[src/rtl/top.sv]
// top: control-triggered dual i64 stream generator (S0 = index, S1 = index + OFFSET).
// Define STREAM_EOS_COUNT_EN to carry COUNT in the EOS beat data fields (else 0).
module top #(
    parameter int unsigned COUNT  = 10,
    parameter logic [63:0] OFFSET = 64'd100
) (
    input  logic        clock,
    input  logic        reset,
    input  logic        inCtrl_valid,
    output logic        inCtrl_ready,
    output logic        out0_valid,
    input  logic        out0_ready,
    output logic [63:0] out0_data_field0,
    output logic        out0_data_field1,
    output logic        out1_valid,
    input  logic        out1_ready,
    output logic        out2_valid,
    input  logic        out2_ready,
    output logic [63:0] out2_data_field0,
    output logic        out2_data_field1,
    output logic        out3_valid,
    input  logic        out3_ready,
    output logic        outCtrl_valid,
    input  logic        outCtrl_ready
);

    typedef enum logic [1:0] {
        IDLE = 2'd0,
        EMIT = 2'd1,
        DONE = 2'd2
    } state_t;

    localparam logic [63:0] LAST = 64'(COUNT);

`ifdef STREAM_EOS_COUNT_EN
    localparam logic [63:0] EOS_DATA = LAST;
`else
    localparam logic [63:0] EOS_DATA = 64'd0;
`endif

    state_t      state_q;
    state_t      state_d;
    logic [63:0] index_q;
    logic [63:0] index_d;

    logic emit;
    logic eos;
    logic start_xfer;
    logic beat_xfer;
    logic ctrl_xfer;

    // Handshake decode; the four stream channels only move together.
    always_comb begin
        emit       = (state_q == EMIT);
        eos        = (index_q == LAST);
        start_xfer = inCtrl_valid && inCtrl_ready;
        beat_xfer  = emit && out0_ready && out1_ready
                     && out2_ready && out3_ready;
        ctrl_xfer  = (state_q == DONE) && outCtrl_ready;
    end

    // Outputs depend on state and index only, never on a ready.
    always_comb begin
        inCtrl_ready     = (state_q == IDLE) && !reset;
        out0_valid       = emit;
        out1_valid       = emit;
        out2_valid       = emit;
        out3_valid       = emit;
        outCtrl_valid    = (state_q == DONE);
        out0_data_field0 = 64'd0;
        out0_data_field1 = 1'b0;
        out2_data_field0 = 64'd0;
        out2_data_field1 = 1'b0;
        if (emit) begin
            if (eos) begin
                out0_data_field0 = EOS_DATA;
                out2_data_field0 = EOS_DATA;
                out0_data_field1 = 1'b1;
                out2_data_field1 = 1'b1;
            end else begin
                out0_data_field0 = index_q;
                out2_data_field0 = index_q + OFFSET;
            end
        end
    end

    // Next-state: start -> beats 0..COUNT (last is EOS) -> completion token.
    always_comb begin
        state_d = state_q;
        index_d = index_q;
        unique case (state_q)
            IDLE: begin
                if (start_xfer) begin
                    state_d = EMIT;
                    index_d = 64'd0;
                end
            end
            EMIT: begin
                if (beat_xfer) begin
                    if (eos) begin
                        state_d = DONE;
                    end else begin
                        index_d = index_q + 64'd1;
                    end
                end
            end
            DONE: begin
                if (ctrl_xfer) begin
                    state_d = IDLE;
                end
            end
            default: begin
                state_d = IDLE;
                index_d = 64'd0;
            end
        endcase
    end

    // State registers; reset aborts any run in progress.
    always_ff @(posedge clock) begin
        if (reset) begin
            state_q <= IDLE;
            index_q <= 64'd0;
        end else begin
            state_q <= state_d;
            index_q <= index_d;
        end
    end

endmodule

[config.mk]
export PLATFORM = sky130hd
export DESIGN_NAME = top
export DESIGN_NICKNAME = d
export VERILOG_FILES = /design/src/rtl/top.sv
export SDC_FILE = /design/constraint.sdc
export NUM_CORES = 1
export LEC_CHECK = 0
export ABC_AREA = 1
export ABC_CLOCK_PERIOD_IN_PS = 2100
export BUFFER_PORTS_ARGS = -buffer_cell sky130_fd_sc_hd__buf_2
export CAP_MARGIN = 20
export CORE_MARGIN = 5
export CORE_UTILIZATION = 50
export CTS_CLUSTER_SIZE = 40
export DETAILED_ROUTE_END_ITERATION = 6
export PLACE_DENSITY_LB_ADDON = 0.08
export RECOVER_POWER = 25
export SLEW_MARGIN = 20
export SYNTH_ARGS = -nofsm -noshare
export SYNTH_HDL_FRONTEND = slang
export SYNTH_SLANG_ARGS = --single-unit
[constraint.sdc]
create_clock -name clock -period 2.1 [get_ports clock]
set_input_delay 0.315 -clock clock [delete_from_list [all_inputs] [get_ports clock]]
set_output_delay 0.315 -clock clock [all_outputs]
set_load 0.03 [all_outputs]
==> results.ini, run 1 <==
[status]
status = stopped before the end
failing_step = global routing
error_line = [ERROR GRT-0232] Routing congestion too high. Check the congestion heatmap in the GUI.

[floorplan]
initial_core_util_pct = 51.4
chipHeight_um = 127
rows = 42
num_io_pins = 144
die_x_um = 127

[yosys]
yosysWarnings = 0
synth_edf_count = 0
syn_area_mm2 = 0.00686
synth_cells = 1266
synth_nets = 1278
synth_seq_cells = 66
post_synth_num_cell_types = 36
seq_area_frac_synth_pct = 19.3
syn_area_per_cell_um2 = 5.42
async_flop_share_pct = 0
synthFlopType = dfxtp_1

[clocking]
htreeDepth = 3
cts.sinks = 66
cts_root_buffer = clkbuf_16
clk_path_buf_depth = 2
cts_hold_buf = 0
cts_buffers = 9

[placed_design]
gp_congestion = 1.01
place_ws_ns = -0.245
hpwl_um = 23500
place_area_mm2 = 0.00943
port_buffers = 143

[global_route]
grt-ovfl-total = 9
grt_max_degree = 110
grt_use_total_pct = 74.5

[timing]
worstEpCategory = primary output
worst_endpoint = out2_data_field0[60]

cell families after synthesis:
logic type                 synth area share, %
and+or+nand+nor                           52.9
buffers and inverters                     13.6
AOI/OAI and AO/OA                         9.28
DFF                                       19.3
xor gates and xnor gates                  4.21
adders and majority gates                0.730
cells in the mapped netlist, drive strengths merged, types with 2 or more instances:
| cell | n | area share, % |
|---|---|---|
| nor3 | 18 | 1.4 |
| nand3b | 2 | 0.22 |
| buf | 52 | 4.8 |
| clkbuf | 15 | 0.84 |
| inv | 145 | 8.0 |
| and2 | 2 | 0.18 |
| nand4 | 19 | 1.7 |
| dfxtp | 66 | 19 |
| ha | 4 | 0.73 |
| nand3 | 147 | 11 |
| nor2 | 332 | 21 |
| o21ai | 76 | 5.6 |
| nand2 | 306 | 18 |
| a21oi | 43 | 3.2 |
| o21a | 2 | 0.22 |
| xor2 | 33 | 4.2 |
through the flow:
step | TNS (ns) | instances
after CTS | -15.92 | 1809
after detailed placement | -3.81 | 1756
after global placement | -1.93 | 1756
after floorplan | -0.472 | 1266
layer usage:
| metal | GRT usage [%] | overflow |
|---|---|---|
| met1 | 74.8 | 0 |
| met4 | 73.4 | 5 |
| met3 | 61.2 | 0 |
| met2 | 89.6 | 3 |
| met5 | 25.4 | 1 |
what timing repair did:
action / in CTS
resized for setup: 384
setup endpoints to repair: 72
setup buffers: 36
pin swaps: 78
cloned: 1
==> run 2: changes to the inputs <==
--- a/config.mk
+++ b/config.mk
@@ -10,10 +10,9 @@
 export BUFFER_PORTS_ARGS = -buffer_cell sky130_fd_sc_hd__buf_2
 export CAP_MARGIN = 20
 export CORE_MARGIN = 5
-export CORE_UTILIZATION = 50
-export CTS_CLUSTER_SIZE = 40
+export CORE_UTILIZATION = 35
 export DETAILED_ROUTE_END_ITERATION = 6
-export PLACE_DENSITY_LB_ADDON = 0.08
+export PLACE_DENSITY_LB_ADDON = 0.15
 export RECOVER_POWER = 25
 export SLEW_MARGIN = 20
 export SYNTH_ARGS = -nofsm -noshare
==> run 2 against run 1 <==
The flow now finishes, with violations (negative setup slack). Area after synthesis unchanged. Synthesized cell count unchanged.
==> results.ini, run 2 <==
[status]
status = finished, violations left
violations = negative setup slack

[final_layout]
syn_to_final_growth_pct = 72.5
reg_top3 = index_q (64), state_q (2)
fillers = 1903
seqCellArea_mm2 = 0.00144
antenna_cells = 0
fin_nets = 1655
multi_input_area_mm2 = 0.00570
largest_reg_flops = 64
final_cell_mix = buf_4 (285), nor2_1 (220), nand2_1 (212), nand3_1 (133), inv_1 (127)
top_register = index_q
layout_commonest_cell = buf_4
final_layout_size_suffix_gt1_share_pct = 47.9

[global_route]
grt_max_degree = 110
grt_use_total_pct = 28.2
grt_antenna_before_repair = 0
grt_pass1_wl_um = 48900
grt-ovfl-total = 0
first_global_vias = 8679

[route]
drc = 0
vias_per_cell = 5.06
final_antenna_net_count = 0
wl_per_cell_um = 17.7
drtIter0Drc = 778
vias = 9673
wirelength_um = 33900
firstDrtPassIters = 5

[setup_path]
timing.rr.start = index_q[30]
crit_type = flip-flop to primary output
endpoint_kind = primary output
cp.required_ns = 1.78
r2r_slack_ns = -0.02
cp_max_fo = 7
reg2reg_to = index_q[13]
rr_worst_depth = 14
startpoint_type = flip-flop
arrival_ns = 2.19

[yosys]
seq_area_frac_synth_pct = 19.3
synth_edf_count = 0
synth_area_leader_cell = dfxtp_1
synthFlopType = dfxtp_1
syn_area_mm2 = 0.00686
ys_top_cells_by_count = nor2_1 (300), nand2_1 (286), nand3_1 (145)
async_flop_share_pct = 0
syn_area_per_cell_um2 = 5.42
yosys-top-cells-area = dfxtp_1 (19%), nor2_1 (16%), nand2_1 (16%)
synth_seq_cells = 66
synth_cells = 1266
synth_top_cell_area_share_pct = 19.3
post_synth_num_cell_types = 36
synth_nets = 1278
yosysWarnings = 0
synthMostInstantiatedCell = nor2_1

[placed_design]
port_buffers = 143
gp_congestion = 1.00
place_ws_ns = -0.266
hpwl_um = 25400

[timing]
rsz0062_at_grt = true
tns_ns = -14.82
drv_slew = 0
whs_ns = 0.236
final_hold_viol_count = 0
worst_pin_slew_ns = 0.708
period_share_pct = 119
slew_headroom_pct = 52.8
period_needed_ns = 2.50
setup_viol_count_final = 70
fmax_mhz = 399
finClkSkew_ns = 0.00979
worst_slack_ns = -0.404

[clocking]
cts.sinks = 66
htreeDepth = 3
cts_tree = yes
cts_hold_buf = 0
path_clk_slew_ns = 0.06
cts_buffers = 9
clk_path_buf_depth = 2
clkLatencyLatePin_ns = 0.35
cts_root_buffer = clkbuf_16

[power]
power_density_mw_per_mm2 = 330
power.net_switching_mw = 1.30
power_frac_comb_pct = 24.0
p_clk_share_pct = 43.4
p_total_mw = 3.91
p_int_mw = 2.61
swShare_pct = 33.2
vdd_drop_max_mv = 0.371
p_seq_share_pct = 32.6
leakage_nw = 5.18

[min_path]
hold_depth = 4
min-delay-start = outCtrl_ready
min_to = state_q[1]
hp-class = input port to flip-flop

[floorplan]
chipHeight_um = 150
rows = 51
core-area_mm2 = 0.0194
initial_core_util_pct = 35.4
dieArea_mm2 = 0.0225
num_io_pins = 144
die_x_um = 150

[job]
max-cap-violations = 0

## run 2: layer usage
layer | routed length, um | GRT usage, % | vias up | part of all wire, %
li1 | - | - | 4726 | -
met1 | 15000 | 40.1 | 4480 | 44
met2 | 15200 | 44.9 | 401 | 45
met3 | 2770 | 4.54 | 66 | 8.2
met4 | 989 | 5.90 | 0 | 2.9
met5 | 0 | 0 | - | 0
## run 2: stage by stage
| stage | area [um2] | std cells | util, % |
|---|---|---|---|
| 6_report | 11800 | 1913 | 61.0 |
| 5_1_grt | 11800 | 1913 | 61.0 |
| 4_1_cts | 10600 | 1879 | 54.9 |
| 3_5_place_dp | 9560 | 1852 | 49.3 |
| 3_3_place_gp | 9560 | 1852 | 49.3 |
| 2_1_floorplan | 6970 | 1266 | - |
## run 2: cells by family (layout without fill, tap and decap cells)
kind of cell / Yosys count / after routing / share of synthesized area, %
simple gates: 828 / 829 / 52.9
compound gates: 123 / 123 / 9.28
flops: 66 / 66 / 19.3
buf+inv: 212 / 593 / 13.6
fa+ha+maj: 4 / 4 / 0.730
xor+xnor: 33 / 33 / 4.21
## run 2: final cells by class
type / instances / share of cell area, %
flip-flops and latches: 66 / 12.1
clock inverters: 7 / 0.793
well taps: 265 / 2.80
clock buffers: 9 / 1.90
multi-input cells: 989 / 48.2
repair buffers: 432 / 29.3
inverters: 145 / 4.86
## run 2: how the worst max path moves through the flow
| stage | startpoint | slack (ns) | to |
|---|---|---|---|
| 2_1_floorplan | index_q[2] | -0.08 | out2_data_field0[0] |
| 3_3_place_gp | index_q[3] | -0.25 | out2_data_field0[19] |
| 3_5_place_dp | index_q[2] | -0.27 | out2_data_field0[19] |
| 4_1_cts | index_q[3] | -0.31 | out2_data_field0[19] |
| 5_1_grt | index_q[3] | -0.43 | out2_data_field0[19] |
| 6_report | index_q[3] | -0.40 | out2_data_field0[19] |
## run 2: timing repair
action / 4_1_cts / 5_1_grt
gates resized for setup: 249 / 258
setup endpoints to repair: 79 / 134
cloned: 0 / 7
pin swaps: 24 / 59
endpoints found under the hold margin: 0 / 0
buffers inserted: 12 / 29
## run 2: critical path, stage by stage (launching register included)
cell	delay, ns
dfxtp_4	0.36
buf_6	0.12
ha_4	0.15
nand2_2	0.06
inv_2	0.03
nand2_1	0.06
nor2_1	0.05
nand2_2	0.08
nor2_4	0.04
nand2_2	0.07
nand2_4	0.10
inv_8	0.11
buf_6	0.13
o21ai_2	0.05
a21oi_2	0.25
buf_6	0.18
## run 2: power by group through the flow
stage               combinational [mW]  clock [mW]  sequential, mW
detailed placement               0.731           0            1.32
global placement                 0.725           0            1.32
global route                     0.985        1.76            1.28
floorplan                        0.485           0            1.31
finish                           0.937        1.69            1.27
CTS                              0.781        1.70            1.29
No activity file was read; power rests on OpenSTA's default activity.
==> run 3: changes to the inputs <==
--- a/config.mk
+++ b/config.mk
@@ -8,9 +8,9 @@
 export ABC_AREA = 1
 export ABC_CLOCK_PERIOD_IN_PS = 2100
 export BUFFER_PORTS_ARGS = -buffer_cell sky130_fd_sc_hd__buf_2
-export CAP_MARGIN = 20
+export CAP_MARGIN = 25
 export CORE_MARGIN = 5
-export CORE_UTILIZATION = 35
+export CORE_UTILIZATION = 45
 export DETAILED_ROUTE_END_ITERATION = 6
 export PLACE_DENSITY_LB_ADDON = 0.15
 export RECOVER_POWER = 25
==> run 3 against run 2 <==
The flow finishes with violations (design-rule violations, negative setup slack). Worst hold slack lost 0.0072 ns. Clock skew fell by 0.0044 ns. Largest power group unchanged. Power is 1.2% lower. Cell area down 0.51%. Utilization grew 17 points. Die area is 21% lower. Clock power fell by 3%. Via count rose by 3.0%. Count of clock-buffer cells in the layout is 4 higher. Wire length is 1.9% higher. Non-clock buffer count decreased by 10. Largest cell class unchanged. Setup slack got worse by 0.0095 ns.
==> results.ini, run 3 (same netlist as run 2, synthesis figures left out) <==
[floorplan]
rows = 45
initial_core_util_pct = 45.5
num_io_pins = 144
core-area_mm2 = 0.0151
die_x_um = 133
dieArea_mm2 = 0.0178
chipHeight_um = 133

[placed_design]
port_buffers = 143
hpwl_um = 24600
gp_congestion = 0.996

[clocking]
htreeDepth = 3
cts.sinks = 66
cts_buffers = 9
cts_tree = yes
cts_root_buffer = clkbuf_16
path_clk_slew_ns = 0.06
clkLatencyLatePin_ns = 0.35
clk_path_buf_depth = 2

[final_layout]
fin_nets = 1644
final_cell_mix = buf_4 (247), nor2_1 (231), nand2_1 (209), nand3_1 (137), inv_1 (128)
final_layout_size_suffix_gt1_share_pct = 46.9
antenna_cells = 0
top_register = index_q
reg_top3 = index_q (64), state_q (2)
layout_commonest_cell = buf_4
syn_to_final_growth_pct = 71.6
largest_reg_flops = 64

[setup_path]
cp_max_fo = 6
cp.required_ns = 1.78
crit_slowest_cell = dfxtp_4
max_stage_delay_ns = 0.38
crit_chain = buf_6 > ha_4 > nand2_2 > inv_2 > nand2_2 > nor2_2 > nand2_2 > nor2_4 > nand2_2 > nand2_4 > inv_8 > clkbuf_16 > o21ai_2 > a21oi_2 > buf_6
arrival_ns = 2.20
timing.rr.start = index_q[3]
endpoint_kind = primary output
startpoint_type = flip-flop
crit_top_cell = nand2_2
crit_type = flip-flop to primary output
startpoint = index_q[3]

[route]
vias = 9961
drc = 8
firstDrtPassIters = 7
wirelength_um = 34500
final_antenna_net_count = 0
drtIter0Drc = 1154
wl_per_cell_um = 18.9
vias_per_cell = 5.46

[global_route]
first_global_vias = 8782
grt_antenna_before_repair = 1
grt_pass1_wl_um = 49600
grt-ovfl-total = 0
grt_use_total_pct = 35.7
grt_max_degree = 64

[power]
p_total_mw = 3.86
leakage_nw = 5.25
power_density_mw_per_mm2 = 328
vdd_drop_max_mv = 0.375

[timing]
setup_viol_count_final = 128
tns_ns = -27.85
rsz0062_at_grt = true
period_needed_ns = 2.51
slew_headroom_pct = 53.8
fmax_mhz = 398
worst_pin_slew_ns = 0.693
finClkSkew_ns = 0.00542
worst_slack_ns = -0.413
final_hold_viol_count = 0
period_share_pct = 120
drv_slew = 0

[status]
violations = design-rule violations, negative setup slack
status = finished, violations left

[min_path]
min-delay-start = outCtrl_ready
hp-class = input port to flip-flop

[job]
max-cap-violations = 0

[run 3: cell count changes in the layout (fill, tap and decap cells not counted), moves of 4 or more]
cell | previous run | this run
buf_2 | 71 | 80
buf_4 | 285 | 247
buf_6 | 59 | 73
clkbuf_8 | 0 | 4
nand2_2 | 70 | 64
nand2_4 | 22 | 28
nand3_1 | 133 | 137
nor2_1 | 220 | 231
nor2_2 | 52 | 41
[run 3: repair_timing]
action,4_1_cts,5_1_grt
setup endpoints to repair,91,138
hold buffers,0,0
pin swaps,53,64
gates resized for setup,360,165
cloned,0,5
buffers inserted,28,25
[run 3: report_power, final]
part / total (mW) / internal, mW / switching, mW
Combinational: 0.939 / 0.321 / 0.618
Clock: 1.64 / 1.01 / 0.635
Sequential: 1.28 / 1.25 / 0.0257
[run 3: per-layer routing]
layer	up-vias	routed length, um	GRT usage, %
met5	-	13	0
met4	2	859	9.77
met3	76	4050	7.25
met2	639	15500	54.6
met1	4548	14200	50.9
li1	4696	-	-
[run 3: critical path: cells and delay by family (launching register included)]
| kind | cells | cell delay [ns] |
|---|---|---|
| AO/OA/AOI/OAI | 2 | 0.12 |
| flip-flops | 1 | 0.38 |
| buffers and inverters | 5 | 0.54 |
| AND/OR/NAND/NOR | 7 | 0.68 |
| adder cells (fa/ha/maj) | 1 | 0.13 |
[run 3: path summary, 6_finish.rpt]
| kind | end | slack [ns] | cells after the start |
|---|---|---|---|
| worst max register to register | index_q[35] | -0.24 | 16 |
| worst min register to register | index_q[14] | 0.50 | 2 |
| worst min-delay path | state_q[1] | 0.23 | 4 |
| worst max-delay path | out2_data_field0[21] | -0.41 | 15 |
[run 3: final cells by class]
| class | count | area, um2 |
|---|---|---|
| flip-flops and latches | 66 | 1430 |
| repair buffers | 422 | 3490 |
| clock inverters | 2 | 35.0 |
| well taps | 188 | 235 |
| inverters | 145 | 573 |
| multi-input cells | 988 | 5750 |
| clock buffers | 13 | 270 |
| fillers | 1155 | 3320 |
[run 3: through the flow]
step / hold slack (ns) / worst slack [ns] / cell area, um2 / std cells / util, %
CTS: 0.229 / -0.358 / 11000 / 1803 / 72.7
global route: 0.244 / -0.510 / 11800 / 1824 / 78.0
detailed placement: 0.504 / -0.184 / 9330 / 1761 / 61.8
global placement: 0.489 / -0.122 / 9330 / 1761 / 61.8
floorplan: 0.476 / -0.0802 / 6970 / 1266 / -
finish: 0.228 / -0.413 / 11800 / 1824 / 78.0
